File: src/rtl/clk_rst_gen_pkg.sv
// Shared types and default constants for the clock/reset generator.
//   seq_state_e : reset sequencer states
//   DEF_*       : default parameter values for clk_rst_gen / clk_div_ch
package clk_rst_gen_pkg;

    typedef enum logic [1:0] {
        ST_ASSERT  = 2'd0,
        ST_HOLD    = 2'd1,
        ST_STAGGER = 2'd2,
        ST_DONE    = 2'd3
    } seq_state_e;

    localparam int unsigned DEF_NUM_CH   = 4;
    localparam int unsigned DEF_DIV_W    = 8;
    localparam int unsigned DEF_HOLD_CYC = 16;
    localparam int unsigned DEF_STAGGER  = 4;
    localparam int unsigned DEF_DIV_VAL  = 1;

    function automatic int unsigned max_u(input int unsigned a, input int unsigned b);
        return (a > b) ? a : b;
    endfunction

endpackage

File: src/rtl/clk_div_ch.sv
// One divided-clock channel: divide register, cycle counter, one-cycle
// clock-enable pulse and a 50% duty divided clock.
//   clk_i  : clock            rst_i : synchronous active-high reset
//   run_i  : counter advances (low freezes count, ce and clock level)
//   upd_i  : load div_i and restart the count (takes priority over a pulse)
//   div_i  : new divide value N, effective divide is max(N,1)
//   ce_o   : one-cycle pulse every effective-divide cycles
//   clk_o  : toggles on every ce pulse
module clk_div_ch
    import clk_rst_gen_pkg::*;
#(
    parameter int unsigned DIV_W   = DEF_DIV_W,
    parameter int unsigned DEF_DIV = DEF_DIV_VAL
) (
    input  logic             clk_i,
    input  logic             rst_i,
    input  logic             run_i,
    input  logic             upd_i,
    input  logic [DIV_W-1:0] div_i,
    output logic             ce_o,
    output logic             clk_o
);

    logic [DIV_W-1:0] div_q, div_d;
    logic [DIV_W-1:0] cnt_q, cnt_d;
    logic             ce_q, ce_d;
    logic             dclk_q, dclk_d;
    logic [DIV_W-1:0] last_c;

    // Terminal count is E-1; N=0 behaves as N=1.
    assign last_c = (div_q == '0) ? '0 : div_q - DIV_W'(1);

    always_comb begin
        div_d  = div_q;
        cnt_d  = cnt_q;
        ce_d   = 1'b0;
        dclk_d = dclk_q;
        if (upd_i) begin
            div_d = div_i;
            cnt_d = '0;
        end else if (run_i) begin
            if (cnt_q == last_c) begin
                cnt_d  = '0;
                ce_d   = 1'b1;
                dclk_d = ~dclk_q;
            end else begin
                cnt_d = cnt_q + DIV_W'(1);
            end
        end
    end

    always_ff @(posedge clk_i) begin
        if (rst_i) begin
            div_q  <= DIV_W'(DEF_DIV);
            cnt_q  <= '0;
            ce_q   <= 1'b0;
            dclk_q <= 1'b0;
        end else begin
            div_q  <= div_d;
            cnt_q  <= cnt_d;
            ce_q   <= ce_d;
            dclk_q <= dclk_d;
        end
    end

    assign ce_o  = ce_q;
    assign clk_o = dclk_q;

endmodule

File: src/rtl/clk_rst_gen.sv
// Multi-channel clock-enable / divided-clock generator with a staggered
// reset-release sequencer.
//   clk, rst            : clock, synchronous active-high reset
//   cfg_valid/cfg_ready : divide-update handshake
//   cfg_ch, cfg_div     : target channel and new divide value
//   ch_clk, ch_ce       : per-channel divided clock and enable pulse
//   ch_rst_n            : per-channel active-low reset, released in order
//   seq_done            : all channel resets released
// Build option: define CLK_RST_GEN_GATE_EN to add ch_gate_en, a per-channel
// run enable that freezes a channel's divider while low.
module clk_rst_gen
    import clk_rst_gen_pkg::*;
#(
    parameter  int unsigned NUM_CH   = DEF_NUM_CH,
    parameter  int unsigned DIV_W    = DEF_DIV_W,
    parameter  int unsigned HOLD_CYC = DEF_HOLD_CYC,
    parameter  int unsigned STAGGER  = DEF_STAGGER,
    parameter  int unsigned DEF_DIV  = DEF_DIV_VAL,
    localparam int unsigned CH_W     = (NUM_CH > 1) ? $clog2(NUM_CH) : 1
) (
    input  logic              clk,
    input  logic              rst,
    input  logic              cfg_valid,
    output logic              cfg_ready,
    input  logic [CH_W-1:0]   cfg_ch,
    input  logic [DIV_W-1:0]  cfg_div,
`ifdef CLK_RST_GEN_GATE_EN
    input  logic [NUM_CH-1:0] ch_gate_en,
`endif
    output logic [NUM_CH-1:0] ch_clk,
    output logic [NUM_CH-1:0] ch_ce,
    output logic [NUM_CH-1:0] ch_rst_n,
    output logic              seq_done
);

    localparam int unsigned REL_LAST = (NUM_CH - 1) * STAGGER;
    localparam int unsigned CNT_MAX  = max_u(HOLD_CYC, REL_LAST);
    localparam int unsigned CNT_W    = $clog2(CNT_MAX + 2);

    seq_state_e          state_q, state_d;
    logic [CNT_W-1:0]    cnt_q, cnt_d;
    logic [NUM_CH-1:0]   rst_n_q, rst_n_d;
    logic                done_q, done_d;
    logic                ready_q, ready_d;
    logic [NUM_CH-1:0]   rel_first_c;
    logic [NUM_CH-1:0]   rel_next_c;
    logic [NUM_CH-1:0]   gate_c;
    logic                accept_c;

`ifdef CLK_RST_GEN_GATE_EN
    assign gate_c = ch_gate_en;
`else
    assign gate_c = '1;
`endif

    // Release masks: channels due on STAGGER entry, and due on the next STAGGER cycle.
    for (genvar g = 0; g < NUM_CH; g++) begin : g_rel
        localparam int unsigned REL_AT = 32'(g) * STAGGER;
        assign rel_first_c[g] = (REL_AT == 0);
        assign rel_next_c[g]  = ((32'(cnt_q) + 32'd1) >= REL_AT);
    end

    // Sequencer next state and outputs.
    always_comb begin
        state_d = state_q;
        cnt_d   = cnt_q;
        rst_n_d = rst_n_q;
        done_d  = done_q;
        unique case (state_q)
            ST_ASSERT: begin
                cnt_d = '0;
                if (HOLD_CYC == 0) begin
                    state_d = ST_STAGGER;
                    rst_n_d = rel_first_c;
                end else begin
                    state_d = ST_HOLD;
                end
            end
            ST_HOLD: begin
                if (32'(cnt_q) == HOLD_CYC - 32'd1) begin
                    state_d = ST_STAGGER;
                    cnt_d   = '0;
                    rst_n_d = rst_n_q | rel_first_c;
                end else begin
                    cnt_d = cnt_q + CNT_W'(1);
                end
            end
            ST_STAGGER: begin
                if (rst_n_q[NUM_CH-1]) begin
                    state_d = ST_DONE;
                    done_d  = 1'b1;
                end else begin
                    cnt_d   = cnt_q + CNT_W'(1);
                    rst_n_d = rst_n_q | rel_next_c;
                end
            end
            ST_DONE: begin
                done_d = 1'b1;
            end
            default: state_d = ST_ASSERT;
        endcase
        ready_d = (state_d != ST_ASSERT);
    end

    always_ff @(posedge clk) begin
        if (rst) begin
            state_q <= ST_ASSERT;
            cnt_q   <= '0;
            rst_n_q <= '0;
            done_q  <= 1'b0;
            ready_q <= 1'b0;
        end else begin
            state_q <= state_d;
            cnt_q   <= cnt_d;
            rst_n_q <= rst_n_d;
            done_q  <= done_d;
            ready_q <= ready_d;
        end
    end

    // ready_q is high exactly when the sequencer has left ASSERT, so it also
    // serves as the divider run enable.
    assign accept_c = cfg_valid & ready_q;

    for (genvar g = 0; g < NUM_CH; g++) begin : g_ch
        clk_div_ch #(
            .DIV_W   (DIV_W),
            .DEF_DIV (DEF_DIV)
        ) u_ch (
            .clk_i (clk),
            .rst_i (rst),
            .run_i (ready_q & gate_c[g]),
            .upd_i (accept_c && (cfg_ch == CH_W'(g))),
            .div_i (cfg_div),
            .ce_o  (ch_ce[g]),
            .clk_o (ch_clk[g])
        );
    end

    assign cfg_ready = ready_q;
    assign ch_rst_n  = rst_n_q;
    assign seq_done  = done_q;

endmodule

File: config.mk
export PLATFORM = sky130hd
export DESIGN_NAME = clk_rst_gen
export DESIGN_NICKNAME = d
export VERILOG_FILES = /design/src/rtl/clk_rst_gen_pkg.sv /design/src/rtl/clk_div_ch.sv /design/src/rtl/clk_rst_gen.sv
export SDC_FILE = /design/constraint.sdc
export NUM_CORES = 1
export LEC_CHECK = 0
export ABC_AREA = 1
export CORE_MARGIN = 5
export CORE_UTILIZATION = 58
export CTS_CLUSTER_DIAMETER = 50
export DETAILED_ROUTE_END_ITERATION = 8
export PLACE_DENSITY = 0.77
export SETUP_SLACK_MARGIN = 0.05
export SYNTH_ARGS = -nofsm -noshare
export SYNTH_HDL_FRONTEND = slang
export SYNTH_HIERARCHICAL = 1
export SYNTH_SLANG_ARGS = --single-unit
File: constraint.sdc
create_clock -name clk -period 4 [get_ports clk]
set_clock_uncertainty 0.1 [all_clocks]
set_input_delay 0.6 -clock clk [delete_from_list [all_inputs] [get_ports clk]]
set_output_delay 0.6 -clock clk [all_outputs]
set_load 0.01 [all_outputs]
==> Implementation_results.wiki <==
{| class="wikitable"
! Metric !! Value
|-
| Antenna fix cells || 0
|-
| Root Buffer Master || clkbuf_8
|-
| Clock Sinks || 85
|-
| Clock slew seen by the registers of the worst setup and hold paths || 0.08 ns
|-
| Count of nets after finishing || 806
|-
| Worst Slack Setup Final || 1.59 ns
|-
| Effective utilization at floorplan || 0.593
|-
| Initial antenna violation count || 0
|-
| Crit Path Max Fanout || 11
|-
| Avg Synthesized Cell Area || 6.93 sq um
|-
| Via count of the first global-routing pass || 4199
|-
| Row count || 34
|-
| Fill cell total of the finished layout || 792
|-
| Commonest cells after routing, fill and taps aside || 196 x nand2_1, 93 x inv_1, 85 x dfxtp_1, 59 x nand3_1, 42 x a21oi_1
|-
| Global route overflow || 0
|-
| Final critical delay including setup and external delays || 2.41 ns
|-
| Achievable Freq || 414 MHz
|-
| Per-cell via count in the routed design || 5.28
|-
| Worst Path Class, Setup || reg -> out
|-
| Worst slew slack as a fraction of its limit || 0.380
|-
| Worst-Skew Late Latency || about 0.36 ns
|-
| Deepest level of the CTS H-tree || 3
|-
| Post-layout instance area || 5700 sq um
|-
| Number of max-cap violations || 0
|-
| Fraction of synthesized cell area taken by the top area cell type || 0.329
|-
| Biggest area contributors in the synthesized netlist || dfxtp_1 33%, nand2_1 14%, inv_1 6.7%, nand3_1 5.7%, xor2_1 4.7%
|-
| Maximum clock path buffer count || 2
|-
| Routed WL per cell || 12.3 um
|-
| Crit path required time || around 3.3 ns
|-
| Area of the mapped netlist || roughly 5200 sq um
|-
| P_leak || 2.45 nW
|-
| CP Capture Type || primary output
|-
| Worst hold slack || roughly 0.37 ns
|-
| Period Utilization, post-route || 0.603
|-
| Most frequent standard cell in the layout excluding fill and tap cells || nand2_1
|-
| Sequential area share after synthesis || 0.329
|-
| Top cell family by delay on the critical path || flip-flops
|-
| Remaining routing DRC violations || 0
|-
| Power after layout || 1.80 mW
|-
| Iteration-0 DRC Markers || about 230
|-
| Worst setup SP type || flip-flop
|-
| Share of cells above drive strength 1 || 0.151
|-
| Cell area after placement || between 5000 and 6000 sq um
|-
| Slew at the pin closest to its max-slew limit || 0.926 ns
|-
| PD cells || 315 nW/um^2
|-
| Area overhead of the layout relative to synthesis || 10.1%
|-
| Pins over their slew limit || 0
|-
| Count of buffers from port buffering || 26
|-
| Global router's overall resource usage || 0.203
|-
| CTS tree || built
|-
| Number of post-CTS setup repair buffers || 0
|-
| Dpl hpwl || ~8400 um
|-
| Height of the die || 104 um
|-
| Global-route wire length before repair || 18800 um
|-
| Total area of multi-input combinational cells || 2990 sq um
|-
| Cell variety after synth || 29
|-
| Instance count of the mapped netlist || 747
|-
| Stage delay of the slowest cell on the critical path || roughly 0.7 ns
|-
| Count of boundary I/O pins || 27
|-
| Horizontal die dimension || 104 um
|-
| Largest net degree at the start of global routing || 24
|-
| FF+latch count, synth || 85
|-
| Slowest stage cell, crit path || dfxtp_1
|-
| Routed Wire Length || 10900 um
|-
| Number of buffers added by the clock tree synthesis step || 9
|-
| RSZ-0062 raised after global routing || no
|-
| Final hold violation count || 0
|-
| Post-cts gate resize count || 0
|-
| Result of the run || complete, no violations
|-
| Total of warnings raised by yosys || 6
|-
| Global placement routability congestion || 0.887
|-
| Placeable Area || a little under 9000 sq um
|-
| Cts-stage hold buffer count || 0
|-
| Setup Total Neg Slack || 0 ns
|-
| FF+latch area || 1700 sq um
|-
| Die Footprint || 10900 sq um
|-
| Initial DRT Pass Iterations || 5
|-
| Via count || 4699
|-
| Bufs and invs on worst path || 1
|-
| CP arrival || 1.71 ns
|-
| CP Cell Sequence || clkdlybuf4s50_1
|-
| Number of endpoints failing setup at the final stage || 0
|-
| Path category of the worst min-delay check || reg -> reg
|-
| Count of nets left with antenna violations after detail routing || 0
|-
| Worst ir drop on vdd || between 0.00015 and 0.0002 V
|-
| Worst-case setup slack after placement || approximately 1.4 ns
|-
| Syn Nets || about 780
|-
| Most area-hungry cell type in the Yosys netlist || dfxtp_1
|}
==> state kept, by name, indices dropped and copies added, names as in the netlist <==
signal           flops
g_ch.u_ch/div_q     32
cnt_q                5
g_ch.u_ch/ce_o       4
cfg_ready            1
state_q              2
g_ch.u_ch/clk_o      4
ch_rst_n             4
seq_done             1
g_ch.u_ch/cnt_q     32
==> final cells by class <==
class                      instances  area share
sequential                        85       0.299
multi-input combinational        541       0.524
tap                              108      0.0237
clock buffer                      12      0.0272
clock inverter                     4     0.00395
inverter                         112      0.0742
timing repair buffer              28      0.0483
==> per-stage QoR <==
stage | cells | utilization
4_1_cts | 890 | 0.653
2_1_floorplan | 747 | -
3_5_place_dp | 874 | 0.633
5_1_grt | 890 | 0.653
6_report | 890 | 0.653
3_3_place_gp | 874 | 0.633
==> where the power goes <==
| group | switching (mW) | internal (mW) | leakage, nW |
|---|---|---|---|
| Sequential | 0.0296 | 0.876 | 0.689 |
| Combinational | 0.200 | 0.124 | 1.66 |
| Clock | 0.308 | 0.257 | 0.0921 |
==> cell families (layout without fill, tap and decap cells) <==
group / Yosys count / count (layout) / synth area share
compound gates: 93 / 93 / 0.0982
xor+xnor: 28 / 28 / 0.0474
simple gates: 404 / 404 / 0.393
flops: 85 / 85 / 0.329
fa+ha+maj: 16 / 16 / 0.0387
buf+inv: 121 / 156 / 0.0941
==> routing by layer <==
layer,global-route usage,part of all wire,vias to the layer above
li1,-,-,2454
met1,0.269,0.48,2136
met2,0.336,0.47,98
met3,0.0453,0.049,11
met4,0.0453,0.0064,0
met5,0,0,-
==> cells in the mapped netlist <==
cell and instances:
nor3_1 9, nand2_1 196, a31oi_1 1, nor2_2 36, ha_1 16, nand3_1 59
clkbuf_1 5, nor4_2 4, nand3_2 8, o21a_1 1, nor2_1 36, nor2_4 8
a21oi_1 42, clkinv_1 4, nand4_2 4, o211ai_1 1, inv_4 1, and3_4 1
nand4_1 25, nand2_2 9, inv_1 93, a21oi_2 7, dfxtp_1 85, a21boi_0 4
inv_2 14, nand2_4 9, xor2_1 28, o21ai_0 37, buf_6 4
==> worst paths after layout <==
check	from	end	slack [ns]	depth (start not counted)
worst max-delay path	cfg_ready$_SDFF_PP0_	cfg_ready	1.59	1
worst min-delay path	seq_done$_SDFFE_PP0P_	seq_done$_SDFFE_PP0P_	0.37	1
worst max register to register	cfg_ready$_SDFF_PP0_	g_ch[3].u_ch/div_q[3]$_SDFFE_PP0P_	1.74	5
worst min register to register	seq_done$_SDFFE_PP0P_	seq_done$_SDFFE_PP0P_	0.37	1
No activity file was read; power rests on OpenSTA's default activity.
